==> src/rtl/mac_seq_ctrl.sv <==
// mac_seq_ctrl: job sequencer for the MAC unit's 8x8 multiplier.
// Streams len_i unsigned operand pairs through one multiplier and a product
// register, sums the products into an ACC_W-bit accumulator, then presents
// the result on a valid/ready port.
// Build option: define MAC_SAT_EN to saturate the accumulator on carry out
// (default build wraps modulo 2^ACC_W; ovf_o is set in both builds).

// Dadda_Mult8_1: unsigned 8x8 multiplier.
// The eight partial-product rows are reduced with row-level 3:2 compressors
// following the Dadda height schedule 8 -> 6 -> 4 -> 3 -> 2, then one final
// carry-propagate add. Every stage is exact modulo 2^16, and the true product
// always fits in 16 bits.
module Dadda_Mult8_1 (
  input  logic [7:0]  a_i,
  input  logic [7:0]  b_i,
  output logic [15:0] p_o
);

  logic [15:0] pp [8];
  logic [15:0] s1a, c1a, s1b, c1b;
  logic [15:0] s2a, c2a, s2b, c2b;
  logic [15:0] s3, c3, s4, c4;

  function automatic logic [15:0] csa_carry(logic [15:0] x, logic [15:0] y, logic [15:0] z);
    return ((x & y) | (x & z) | (y & z)) << 1;
  endfunction

  // partial-product generation, row i weighted by 2^i
  always_comb begin
    for (int i = 0; i < 8; i++) begin
      pp[i] = {8'b0, a_i & {8{b_i[i]}}} << i;
    end
  end

  // 8 -> 6 rows
  assign s1a = pp[0] ^ pp[1] ^ pp[2];
  assign c1a = csa_carry(pp[0], pp[1], pp[2]);
  assign s1b = pp[3] ^ pp[4] ^ pp[5];
  assign c1b = csa_carry(pp[3], pp[4], pp[5]);
  // 6 -> 4 rows
  assign s2a = s1a ^ c1a ^ s1b;
  assign c2a = csa_carry(s1a, c1a, s1b);
  assign s2b = c1b ^ pp[6] ^ pp[7];
  assign c2b = csa_carry(c1b, pp[6], pp[7]);
  // 4 -> 3 rows
  assign s3  = s2a ^ c2a ^ s2b;
  assign c3  = csa_carry(s2a, c2a, s2b);
  // 3 -> 2 rows
  assign s4  = s3 ^ c3 ^ c2b;
  assign c4  = csa_carry(s3, c3, c2b);

  assign p_o = s4 + c4;

endmodule

// state | meaning
// IDLE  | waiting for start_i; accumulator holds the previous result
// RUN   | accepting operand pairs, one per cycle while in_valid_i
// DRAIN | last product still in prod_q, accumulated on this edge
// DONE  | result offered on out_valid_o until out_ready_i
module mac_seq_ctrl #(
  parameter int ACC_W = 24,
  parameter int LEN_W = 8
) (
  input  logic             clk,
  input  logic             rst_n,
  input  logic             start_i,
  input  logic [LEN_W-1:0] len_i,
  output logic             busy_o,
  input  logic             in_valid_i,
  output logic             in_ready_o,
  input  logic [7:0]       a_i,
  input  logic [7:0]       b_i,
  output logic             out_valid_o,
  input  logic             out_ready_i,
  output logic [ACC_W-1:0] acc_out_o,
  output logic             ovf_o
);

  typedef enum logic [1:0] {IDLE, RUN, DRAIN, DONE} state_t;

  state_t           state_q, state_d;
  logic [LEN_W-1:0] len_q, len_d;
  logic [LEN_W-1:0] cnt_q, cnt_d;
  logic [15:0]      prod_q, prod_d;
  logic             prod_v_q, prod_v_d;
  logic [ACC_W-1:0] acc_q, acc_d;
  logic             ovf_q, ovf_d;

  logic [15:0]      prod_w;
  logic [ACC_W:0]   sum_w;
  logic             start_w, accept_w, last_w;

  Dadda_Mult8_1 u_mult (
    .a_i (a_i),
    .b_i (b_i),
    .p_o (prod_w)
  );

  assign start_w  = (state_q == IDLE) && start_i;
  assign accept_w = (state_q == RUN) && in_valid_i;
  assign last_w   = accept_w && (cnt_q == len_q - 1'b1);
  // the extra top bit of the sum is the carry out of the accumulator
  assign sum_w    = {1'b0, acc_q} + (ACC_W+1)'(prod_q);

  // state register
  always_ff @(posedge clk or negedge rst_n) begin
    if (!rst_n) state_q <= IDLE;
    else        state_q <= state_d;
  end

  // next-state logic
  always_comb begin
    state_d = state_q;
    case (state_q)
      IDLE:    if (start_i) state_d = (len_i == '0) ? DONE : RUN;
      RUN:     if (last_w) state_d = DRAIN;
      DRAIN:   state_d = DONE;
      DONE:    if (out_ready_i) state_d = IDLE;
      default: state_d = IDLE;
    endcase
  end

  // state-decoded outputs
  always_comb begin
    busy_o      = (state_q != IDLE);
    in_ready_o  = (state_q == RUN);
    out_valid_o = (state_q == DONE);
  end

  // datapath next values: job setup, product capture, accumulation
  always_comb begin
    len_d    = len_q;
    cnt_d    = cnt_q;
    prod_d   = prod_q;
    prod_v_d = 1'b0;
    acc_d    = acc_q;
    ovf_d    = ovf_q;
    if (start_w) begin
      len_d = len_i;
      cnt_d = '0;
      acc_d = '0;
      ovf_d = 1'b0;
    end else begin
      if (prod_v_q) begin
        if (sum_w[ACC_W]) begin
          ovf_d = 1'b1;
`ifdef MAC_SAT_EN
          acc_d = '1;
`else
          acc_d = sum_w[ACC_W-1:0];
`endif
        end else begin
          acc_d = sum_w[ACC_W-1:0];
        end
      end
      if (accept_w) begin
        prod_d   = prod_w;
        prod_v_d = 1'b1;
        cnt_d    = cnt_q + 1'b1;
      end
    end
  end

  // datapath registers
  always_ff @(posedge clk or negedge rst_n) begin
    if (!rst_n) begin
      len_q    <= '0;
      cnt_q    <= '0;
      prod_q   <= '0;
      prod_v_q <= 1'b0;
      acc_q    <= '0;
      ovf_q    <= 1'b0;
    end else begin
      len_q    <= len_d;
      cnt_q    <= cnt_d;
      prod_q   <= prod_d;
      prod_v_q <= prod_v_d;
      acc_q    <= acc_d;
      ovf_q    <= ovf_d;
    end
  end

  assign acc_out_o = acc_q;
  assign ovf_o     = ovf_q;

endmodule
==> config.mk <==
export PLATFORM = sky130hd
export DESIGN_NAME = mac_seq_ctrl
export DESIGN_NICKNAME = d
export VERILOG_FILES = /design/src/rtl/mac_seq_ctrl.sv
export SDC_FILE = /design/constraint.sdc
export NUM_CORES = 1
export LEC_CHECK = 0
export ABC_AREA = 1
export CORE_MARGIN = 10
export CORE_UTILIZATION = 45
export DETAILED_ROUTE_END_ITERATION = 10
export PLACE_DENSITY_LB_ADDON = 0.25
export SLEW_MARGIN = 20
export SYNTH_ARGS = -nofsm -noshare
export SYNTH_HDL_FRONTEND = slang
export SYNTH_SLANG_ARGS = --single-unit
==> constraint.sdc <==
create_clock -name clk -period 2.2 [get_ports clk]
set_clock_uncertainty 0.15 [all_clocks]
set_input_delay 0.33 -clock clk [delete_from_list [all_inputs] [get_ports clk]]
set_output_delay 0.33 -clock clk [all_outputs]
set_load 0.03 [all_outputs]
# ---- After elaboration in Yosys (flattened, before gate mapping)
# Index checks and enable logic that the tools add are counted.
dict set report word_totals {
  register_bits 60
  inputBits 29
  output_inout_bits 28
  elab_cells 95
}
dict set report classes {
  addsub 4
  eq_ne 7
  n_mux 14
  n_bitwise 51
  reduce_logical 12
}
# cell n
set op_table {}
lappend op_table {{bitwise AND 15 bit} 10}
lappend op_table {{bitwise OR 15 bit} 10}
lappend op_table {{XOR 16 bit} 5}
lappend op_table {{bitwise AND 8 bit} 8}
lappend op_table {{two-way mux 24 bit} 2}
lappend op_table {{adder 24 x 16 -> 25 bit} 1}
lappend op_table {{adder 16 bit} 1}
lappend op_table {{two-way mux 8 bit} 2}
lappend op_table {{XOR 16 x 13 -> 16 bit} 1}
lappend op_table {{XOR 16 x 14 -> 16 bit} 1}
lappend op_table {{XOR 16 x 15 -> 16 bit} 1}
lappend op_table {{bitwise AND 14 x 15 -> 15 bit} 1}
lappend op_table {{bitwise AND 15 x 14 -> 15 bit} 1}
lappend op_table {{bitwise OR 15 x 10 -> 15 bit} 1}
lappend op_table {{bitwise OR 15 x 13 -> 15 bit} 1}
lappend op_table {{bitwise AND 11 x 13 -> 13 bit} 1}
lappend op_table {{bitwise AND 12 x 13 -> 13 bit} 1}
lappend op_table {{XOR 12 x 13 -> 13 bit} 1}
lappend op_table {{bitwise AND 11 x 12 -> 12 bit} 1}
lappend op_table {{XOR 11 x 12 -> 12 bit} 1}
lappend op_table {{bitwise AND 8 x 10 -> 10 bit} 1}
lappend op_table {{bitwise AND 9 x 10 -> 10 bit} 1}
lappend op_table {{XOR 9 x 10 -> 10 bit} 1}
lappend op_table {{bitwise AND 8 x 9 -> 9 bit} 1}
lappend op_table {{18 further kinds} 33}

# ---- Longest topological paths before layout
dict set report logic_depth {
  word_depth 14
  mapped_depth 19
}

# ---- Cells and area by module
# A second synthesis with hierarchy kept.
dict set report hier_totals {
  cells_unflattened 857
  area_unflattened_um2 5982.0
}
# mod n_inst cells_per_inst area_each_um2
set by_module_without_submodules {}
lappend by_module_without_submodules {mac_seq_ctrl 1 547 3903.7}
lappend by_module_without_submodules {Dadda_Mult8_1 1 310 2078.2}

# ---- Least setup slack after synthesis
# Ideal clock, no wire load.
dict set report synth_path {
  kind {input port to flip-flop}
  from {in a_i[5]}
  to {reg prod_q[15]}
  setup_ps 117
  t_arrival_ps 3901
  required_ps 1933
  setup_slack_ps -1968
  cell_stages 19
  path_buffers 1
  path_cell_list {clkbuf_1 nand2_1 inv_1 fa_1 inv_1 fa_1 inv_1 fa_1 inv_1 fa_1 inv_1 ha_1 a21oi_1 o21ai_0 nand2_1 nand4_1 or2_2 nand3_1 nand2_1}
}
dict set report synth_between {
  elab_chain_cells 14
  elab_cells_between_ends 51
}
# element line_no
set synth_lines {}
lappend synth_lines {{start, declared} 72} ;# input logic [7:0] a_i,
lappend synth_lines {{bitwise AND 8 bit} 31} ;# pp[i] = {8'b0, a_i & {8{b_i[i]}}} << i;
lappend synth_lines {{bitwise AND 8 x 9 -> 9 bit / bitwise AND 8 x 10 -> 10 bit (equally long branches)} 25} ;# return ((x & y) | (x & z) | (y & z)) << 1;
lappend synth_lines {{bitwise OR 15 bit} 25}
lappend synth_lines {{bitwise OR 15 x 10 -> 15 bit} 25}
lappend synth_lines {{bitwise AND 15 bit} 25}
lappend synth_lines {{bitwise OR 15 bit (2 in a row)} 25}
lappend synth_lines {{bitwise AND 15 bit} 25}
lappend synth_lines {{bitwise OR 15 bit (2 in a row)} 25}
lappend synth_lines {{bitwise AND 15 bit} 25}
lappend synth_lines {{bitwise OR 15 bit (2 in a row)} 25}
lappend synth_lines {{adder 16 bit *} 52} ;# assign p_o = s4 + c4;
lappend synth_lines {{end signal, assigned} 177} ;# prod_q <= prod_d;
lappend synth_lines {{end, declared} 85} ;# logic [15:0] prod_q, prod_d;
# Every way passes the cells marked *; elsewhere a longest branch is shown, timed or not.
# A chain may end at the register's enable or synchronous reset.

# ---- Worst setup path after layout
dict set report layout_path {
  from {in b_i[3]}
  to {reg prod_q[13]}
}
dict set report layout_between {
  elab_chain_cells 13
  elab_cells_between_ends 33
}
# element line_no
set layout_lines {}
lappend layout_lines {{start, declared} 73} ;# input logic [7:0] b_i,
lappend layout_lines {{bitwise AND 8 bit *} 31}
lappend layout_lines {{XOR 11 x 12 -> 12 bit (tied with other cells)} 38} ;# assign s1b = pp[3] ^ pp[4] ^ pp[5];
lappend layout_lines {{XOR 12 x 13 -> 13 bit / bitwise OR 15 bit (equally long branches)} {38, 25}}
lappend layout_lines {{bitwise AND 15 bit / bitwise OR 15 x 13 -> 15 bit (equally long branches)} 25}
lappend layout_lines {{bitwise OR 15 bit / XOR 16 x 14 -> 16 bit (equally long branches)} {25, 43}}
lappend layout_lines {{bitwise OR 15 bit / XOR 16 x 15 -> 16 bit (equally long branches)} {25, 43}}
lappend layout_lines {{bitwise AND 15 bit} 25}
lappend layout_lines {{bitwise OR 15 bit (2 in a row)} 25}
lappend layout_lines {{bitwise AND 15 bit} 25}
lappend layout_lines {{bitwise OR 15 bit (2 in a row)} 25}
lappend layout_lines {{adder 16 bit *} 52}
# Marks and branches as above.

==> metrics.md <==
| Metric | Value |
|---|---|
| Final number of setup-violating endpoints | 12 |
| Outcome | finished, violations left |
| Syn Inst Count | 814 |
| FP Rows | 41 |
| Synth top area cells | dfrtp_1, nand2_1, fa_1 |
| Iter 0 DRT Violations | 236 |
| Rel. slew slack | 65.87% |
| CP arrival | 3.68 ns |
| Crit end category | flop |
| Largest family of logic cells by synthesized area | simple AND/OR/NAND/NOR gates |
| H-tree depth | 3 |
| Hpwl dp | 11,200 um |
| Cell leakage power | 0.003946 uW |
| Die area | 17,770 sq um |
| Failing checks | setup timing |
| Least-Margin Pin Slew | 0.5120 ns |
| Worst-path fanout max | 6 |
| Post-route ant nets | 0 |
| CP max stage cell | fa_2 |
| Post-DR wirelength/cell | 12.89 um |
| Async S/R FF share, synth | 100.0% |
| Max IR drop VDD | 0.6095 mV |
| Post-synthesis mux area share | 0% |
| Final RePlAce weighted congestion | 0.9673 |
| # DRC | 0 |
| CTS tree | done |
| PD cells | 1140 nW/um^2 |
| Total track usage | 16.17% |
| Synth Area per Inst | 7.097 sq um |
| Congestion Overflow GR | 0 |
| Share of layout cells above drive strength 1 | 22.58% |
| Worst path top cell family by delay | adder cells |
| CP dominant cell by count | inv_2 |
| # port buffers | 56 |
| RSZ-0062 raised after global routing | true |
| Count leader, synth | nand2_1 |
| First-pass GRT wire length | 24,410 um |
| Clk_lat worst skew | 0.33 ns |
| Antenna diode count | 0 |
| Die Height | 133.3 um |
| Clock tree root driver cell | clkbuf_16 |
| Pre-antenna DRT Iters | 5 |
| Buf+Inv Stages, Crit Path | 4 |
| Peak Freq | 276.3 MHz |
| Crit path cell chain | buf_12 -> nand2_2 -> inv_2 -> fa_2 -> inv_2 -> fa_2 -> fa_1 -> inv_2 -> fa_1 -> ha_4 -> nand2_4 -> nor3_4 -> a21oi_2 -> o21bai_1 -> nand2_1 -> nand2_1 -> o21ai_1 |
| Initial antenna violation count | 0 |
| Fill cell count | 1,136 |
| Routed WL | 14,090 um |
| I/O pins | 57 |
| Post-synth top area share | 25.99% |
| Via density | 4.856 |
| Post-Synth XOR/XNOR Area | 1.516% |
| Max Cap Viol | 0 |
| Crit-path max cell delay | 0.56 ns |
| Starting Density | 45.78% |
| Area grow syn2layout | 33.31% |
| Post-layout min period | 3.619 ns |
| CTS Buf Count | 9 |
| Register area share after synthesis | 25.99% |
| Post-synth top cells | nand2_1, inv_1, nor2_1 |
| Largest net degree at the start of global routing | 30 |
| Hold Path Class | input pin to flop |
| Core ar. | 12,620 sq um |
| Crit path kind | input pin to flop |
| Mapped Area | 5777 sq um |
| Clk buf depth | 2 |
| Ys Warns | 0 |
| Final Hold Violating Endpoints | 0 |
| Total Power | 8783 uW |
| Compound-Gate Fraction of Synth Area | 9.465% |
| Number of library cell types mapped by synthesis | 33 |
| Clk sinks | 60 |
| Vias | 5,308 |
| Top_reg_cell synth | dfrtp_1 |
| Syn_nets | 931 |
| Die W | 133.3 um |
| Final period util | 164.5% |
| Layout Nets | 1,035 |
| EDFF count, synth | 0 |
| Synth Area in Adders | 24.26% |
| FF+latch count, synth | 60 |
| Setup WS post-layout | -1.419 ns |
| Post-Synth Simple-Gate Area | 27.62% |
| CTS clock-pin slew for the worst setup and hold paths | 0.05 ns |
| Final Max Tran Viols | 0 |
| Worst setup SP type | input pin |
| Vias in the first global route | 5,339 |
| DP Worst Slack | -2.292 ns |
| WP data required | 2.26 ns |
| Leading area contributor after synthesis | dfrtp_1 |
[cells by family after synthesis]
family / Yosys count
AND/OR/NAND/NOR: 383
buffers and inverters: 170
AO/OA/AOI/OAI: 103
adder cells (fa/ha/maj): 88
flip-flops: 60
XOR/XNOR: 10
[metrics by stage]
step | cell area [sq um] | hold WS [ns] | util [%] | setup TNS, ns | cells
global placement | 7007 | 0.1799 | 55.52 | -24.04 | 1071
CTS | 7473 | 0.3485 | 59.22 | -13.49 | 1088
finish | 7701 | 0.3063 | 61.03 | -13.51 | 1093
detailed placement | 7007 | 0.1798 | 55.52 | -24.53 | 1071
floorplan | 6081 | -0.1156 | - | -15.64 | 814
global route | 7701 | 0.3451 | 61.03 | -15.17 | 1093
[placed cells by master, fill, tap and decap left out, types with 5 or more instances in the layout]
cell type and instances:
a21oi_1 35, buf_4 51, buf_6 13, clkbuf_16 9, clkdlybuf4s50_1 37, dfrtp_1 59, fa_1 26, fa_2 14
ha_1 29, ha_2 5, ha_4 14, inv_1 123, inv_2 21, nand2_1 211, nand2_2 28, nand2_4 5
nand3_1 36, nand3_2 9, nand4_1 5, nor2_1 62, nor3_1 11, o21ai_0 33, o21ai_1 13, xor2_1 7
[what timing repair did]
item                                    in CTS  in global routing
setup buffers                                3                  6
endpoints found under the hold margin       20                  0
pin swaps                                   37                 42
gates resized for setup                    122                 61
endpoints found under the setup margin      15                 24
hold buffers                                 1                  0
[worst paths after layout]
check                      startpoint  cells after the start  slack (ns)       endpoint
max in group asynchronous       rst_n                      3        0.98      prod_q[9]
max                            b_i[3]                     17       -1.42     prod_q[13]
min reg2reg                 prod_q[3]                      2        0.35      prod_q[3]
min                            b_i[0]                      4        0.31      prod_q[0]
min in group asynchronous       rst_n                      2        0.36   acc_out_o[1]
max reg2reg                 prod_q[0]                     15        0.07  acc_out_o[14]
[layer usage]
metal,global-route usage (%),part of all wire [%]
met1,21.06,47
met2,26.73,47
met4,4.958,1.8
met5,0,0
met3,2.782,3.8
[cell type report]
cell class	count	area [sq um]	share of cell area, %
multi-input cells	584	4090	53.11
repair buffers	117	1067	13.86
clock inverters	3	40.04	0.5199
inverters	146	553.0	7.181
clock buffers	11	232.7	3.022
flip-flops and latches	60	1503	19.51
well taps	172	215.2	2.794
[state kept, by name, indices dropped and copies added (netlist names)]
name / cells
prod_q: 16
ovf_o: 1
state_q: 2
cnt_q: 8
acc_out_o: 24
prod_v_q: 1
len_q: 8
[where the power goes]
part	leakage, uW	internal [uW]	switching, uW	total, uW
Sequential	0.000787	1460	359	1820
Clock	0.000135	857	461	1320
Combinational	0.00302	2430	3210	5640
[worst min-delay path: stages]
cell and delay (ns):
buf_2 0.13, buf_4 0.15, nand3_1 0.08, nand2_1 0.06
(Power assumes the default switching activity.)
==> variant 1 (same flow settings) <==
Build with the macro `MAC_SAT_EN` defined.
--- a/src/rtl/mac_seq_ctrl.sv
+++ b/src/rtl/mac_seq_ctrl.sv
@@ -10,6 +10,8 @@
 // following the Dadda height schedule 8 -> 6 -> 4 -> 3 -> 2, then one final
 // carry-propagate add. Every stage is exact modulo 2^16, and the true product
 // always fits in 16 bits.
+`define MAC_SAT_EN
+
 module Dadda_Mult8_1 (
   input  logic [7:0]  a_i,
   input  logic [7:0]  b_i,
Check against the original RTL: not settled (the Yosys comparison gave no result); the edit may change what the design does.
==> variant 1 against the original RTL <==
The flow still finishes with violations (setup timing); non-clock buffer count increased by 12; sequential share of layout area decreased by 0.93 points; final area increased by 5.0%; area after synthesis up 3.3%; hold slack got worse by 0.072 ns; die area is 2.8% higher; sequential cell count is the same; fmax shrank 0.14%; worst setup slack got worse by 0.0051 ns; cell count rose by 3.9%; routed wire length is 11% higher; power is 0.92% higher; largest power group unchanged.
==> variant 1: results (changes against the original RTL) <==
{| class="wikitable"
! Metric !! Value
|-
| Count of cells resized by post-cts repair || 148 (+21%)
|-
| Post-detailed-route wirelength per cell || 13.7 um (+6.3%)
|-
| Synth Area per Inst || 7.12 um^2 (+0.31%)
|-
| Clock network power || 0.00141 W (+7%)
|-
| DP HPWL || 12,200 um (+9.0%)
|-
| Worst-case vdd ir drop || 0.473 mV (-22%)
|-
| Post-Syn Nets || 955 (+2.6%)
|-
| Cell area power density || 1100 mW/mm^2 (-3.9%)
|-
| Max Fanout on Critical Path || 5 (-1)
|-
| Routed wl met2 || 7860 um (+18%)
|-
| Top post-synthesis cells by area || dfrtp_1 (25%), nand2_1 (16%), fa_1 (13%)
|-
| Layout multi-input combinational cell count || 608 (+4.1%)
|-
| Global-route total usage across every layer || 0.167 (+0.00510)
|-
| Floorplan die area || 0.0183 mm^2 (+2.8%)
|-
| Share of layout cells above drive strength 1 || 0.257 (+0.0315)
|-
| Post-synthesis xor/xnor area fraction || 0.0264 (+0.0113)
|-
| Run status || finished with violations
|-
| Grt met1 use || 0.209 (-0.00142)
|-
| Via count || 5,669 (+6.8%)
|-
| Minimum setup slack in the final design || -1.42 ns (-0.00511 ns)
|-
| Least-Margin Pin Slew || 0.453 ns (-0.0588 ns)
|-
| Layout overhead on the synthesized area || 35.5%
|-
| Failing checks || setup timing
|-
| Cell variety after synth || 38 (+15%)
|-
| Length of the first detailed-routing pass in iterations || 6 (+1)
|-
| Register fraction of the total cell area || 0.186 (-0.00930)
|-
| Fraction of the mapped netlist area in compound gates || 0.0870 (-0.00761)
|-
| Combined area of the multi-input logic cells || 0.00432 mm^2 (+5.5%)
|-
| Flop2flop setup slack || -0.08 ns (-0.15 ns)
|-
| Wire length on met1 || 7050 um (+6.5%)
|-
| Final setup TNS || -14.37 ns (-0.858 ns)
|-
| Buffering overhead || 0.144 (+0.00562)
|-
| Filler instances || 1,193 (+5.0%)
|-
| Pre-CTS setup slack || -2.33 ns (-0.0339 ns)
|-
| Commonest cells in the synthesized netlist || nand2_1 (260), inv_1 (141), dfrtp_1 (60)
|-
| Via count of the first global-routing pass || 5,480 (+2.6%)
|-
| Starting DRC count in detailed routing || 305 (+29%)
|-
| Routed WL || 15,600 um (+11%)
|-
| Number of setup violations in the final report || 32 (+20)
|-
| M2 GR Usage || 0.291 (+0.0240)
|-
| Setup fix buffers added after clock tree synthesis || 4 (+1)
|-
| Fin Hold WS || 0.235 ns (-0.0718 ns)
|-
| Area after detailed placement || 0.00723 mm^2 (+3.2%)
|-
| Wire length of the first global-routing pass || 25,300 um (+3.8%)
|-
| Portion of the post-synthesis area used by sequential elements || 0.252 (-0.00823)
|-
| Leak pwr || 4.24 nW (+7.3%)
|}
## variant 1: cell types whose count changed after synthesis, moves of 8 or more
cell / before / now
nand2_1: 238 / 260
nand4_1: 5 / 13
nand3_1: 43 / 52
o21ai_0: 41 / 31
nor2_1: 66 / 50
## variant 1: path summary, 6_finish.rpt
| path | start | endpoint | cells past startpoint |
|---|---|---|---|
| min in group asynchronous | rst_n | acc_out_o[17]$_DFFE_PN0P_ | 2 |
| setup / recovery | a_i[5] | prod_q[15]$_DFFE_PN0P_ | 19 |
| hold / removal | b_i[0] | prod_q[0]$_DFFE_PN0P_ | 4 |
| max in group asynchronous | rst_n | acc_out_o[7]$_DFFE_PN0P_ | 3 |
| hold reg to reg | ovf_o$_DFFE_PN0P_ | ovf_o$_DFFE_PN0P_ | 2 |
| setup reg to reg | prod_q[0]$_DFFE_PN0P_ | acc_out_o[8]$_DFFE_PN0P_ | 13 |
==> variant 2 (same flow settings) <==
Made on the original files. Put one more register stage on the output `ovf_o`, without a reset. The value now appears one clock later. The other outputs are not delayed to match.
--- a/src/rtl/mac_seq_ctrl.sv
+++ b/src/rtl/mac_seq_ctrl.sv
@@ -182,6 +182,8 @@
   end
 
   assign acc_out_o = acc_q;
-  assign ovf_o     = ovf_q;
+  always_ff @(posedge clk) begin
+    ovf_o <= ovf_q;
+  end
 
 endmodule
Function: not settled (the Yosys comparison gave no result); the edit may change what the design does.
==> variant 2 against the original RTL <==
The flow still finishes with violations (setup timing); power increased by 0.24%; global-route usage grew 0.55 points; sequential cell count increased by 1; final area fell by 0.42%; worst setup slack better by 0.014 ns; area after synthesis grew 1.8%; routed wire length grew 4.3%; sequential share of layout area rose by 0.34 points; critical path type unchanged; largest cell class unchanged; highest routed layer unchanged.
==> variant 2: results (changes against the original RTL) <==
{| class="wikitable"
! Metric !! Value
|-
| Routability congestion estimate from global placement || 0.936 (-3.2%)
|-
| Layout overhead on the synthesized area || 30.4%
|-
| Global-route total usage across every layer || 0.167 (+0.00548)
|-
| Switching component of the power || 0.00415 W (+3.1%)
|-
| Synth Area per Inst || 7.12 um^2 (+0.34%)
|-
| Filler instances || 1,187 (+4.5%)
|-
| Failing checks || setup timing
|-
| Number of clock sinks || 61 (+1.7%)
|-
| Worst-case vdd ir drop || 0.572 mV (-6.2%)
|-
| Number of setup violations in the final report || 12 (unchanged)
|-
| Commonest cells in the synthesized netlist || nand2_1 (255), inv_1 (130), nor2_1 (69)
|-
| Cell variety after synth || 39 (+18%)
|-
| Post-Layout Cell Count || 1,104 (+1.0%)
|-
| Worst Hold Depth || 0 (-4)
|-
| Layout multi-input combinational cell count || 603 (+3.3%)
|-
| Fraction of the mapped netlist area in compound gates || 0.0900 (-0.00467)
|-
| Share of layout cells above drive strength 1 || 0.212 (-0.0134)
|-
| Portion of the post-synthesis area used by sequential elements || 0.259 (-0.00124)
|-
| Die W || 134 um (+0.77%)
|-
| Clock network fraction of design power || 0.152 (+0.002)
|-
| Minimum setup slack in the final design || -1.41 ns (+0.0140 ns)
|-
| Least-Margin Pin Slew || 0.640 ns (+0.128 ns)
|-
| Reg2Reg Depth || 13 (-2)
|-
| Nonclk inv count || 137 (-6.2%)
|-
| Run status || finished with violations
|-
| Top post-synthesis cells by area || dfrtp_1 (26%), nand2_1 (16%), fa_1 (14%)
|-
| Post-synthesis xor/xnor area fraction || 0.0119 (-0.00325)
|-
| Internal Dissipation || 0.00465 W (-2.2%)
|-
| Number of ordinary and repair buffers in the finished layout || 115 (-1.7%)
|-
| Post-detailed-route wirelength per cell || 13.3 um (+3.3%)
|-
| Buffering overhead || 0.134 (-0.00431)
|-
| Worst hold-check path type || register to register
|}
==> variant 2: what timing repair did <==
item / in CTS / in global routing
endpoints found under the setup margin: 15 / 24
resized for setup: 111 / 36
hold buffers: 1 / 0
endpoints found under the hold margin: 26 / 0
pin swaps: 36 / 28
buffers inserted: 3 / 3
==> variant 2: logic make-up (layout without fill, tap and decap cells) <==
group	Yosys count	count (layout)
AND/OR/NAND/NOR	410	410
buffers and inverters	162	268
AO/OA/AOI/OAI	97	97
adder cells (fa/ha/maj)	88	88
flip-flops	61	61
XOR/XNOR	8	8
==> variant 2: worst paths after layout <==
kind                                       start                   endpoint  slack [ns]
max                                       a_i[3]     prod_q[13]$_DFFE_PN0P_       -1.41
min                            ovf_q$_DFFE_PN0P_              ovf_o$_DFF_P_        0.24
max reg2reg                prod_q[0]$_DFFE_PN0P_  acc_out_o[10]$_DFFE_PN0P_        0.08
min reg2reg                    ovf_q$_DFFE_PN0P_              ovf_o$_DFF_P_        0.24
max in group asynchronous                  rst_n       cnt_q[1]$_DFFE_PN0P_        0.92
min in group asynchronous                  rst_n   acc_out_o[2]$_DFFE_PN0P_        0.41
==> variant 2: metal layers <==
| layer | vias up | global-route usage | part of all wire |
|---|---|---|---|
| met5 | - | 0 | 0 |
| met4 | 0 | 0.0726 | 0.030 |
| met3 | 33 | 0.0273 | 0.042 |
| met2 | 123 | 0.279 | 0.48 |
| met1 | 2539 | 0.208 | 0.45 |
| li1 | 2786 | - | - |
==> variant 2: metrics by stage <==
stage               setup WS, ns  setup TNS, ns
floorplan                  -1.67         -15.71
global placement           -2.21         -23.77
detailed placement         -2.28         -24.49
CTS                        -1.42         -12.81
global route               -1.59         -14.68
finish                     -1.41         -13.12
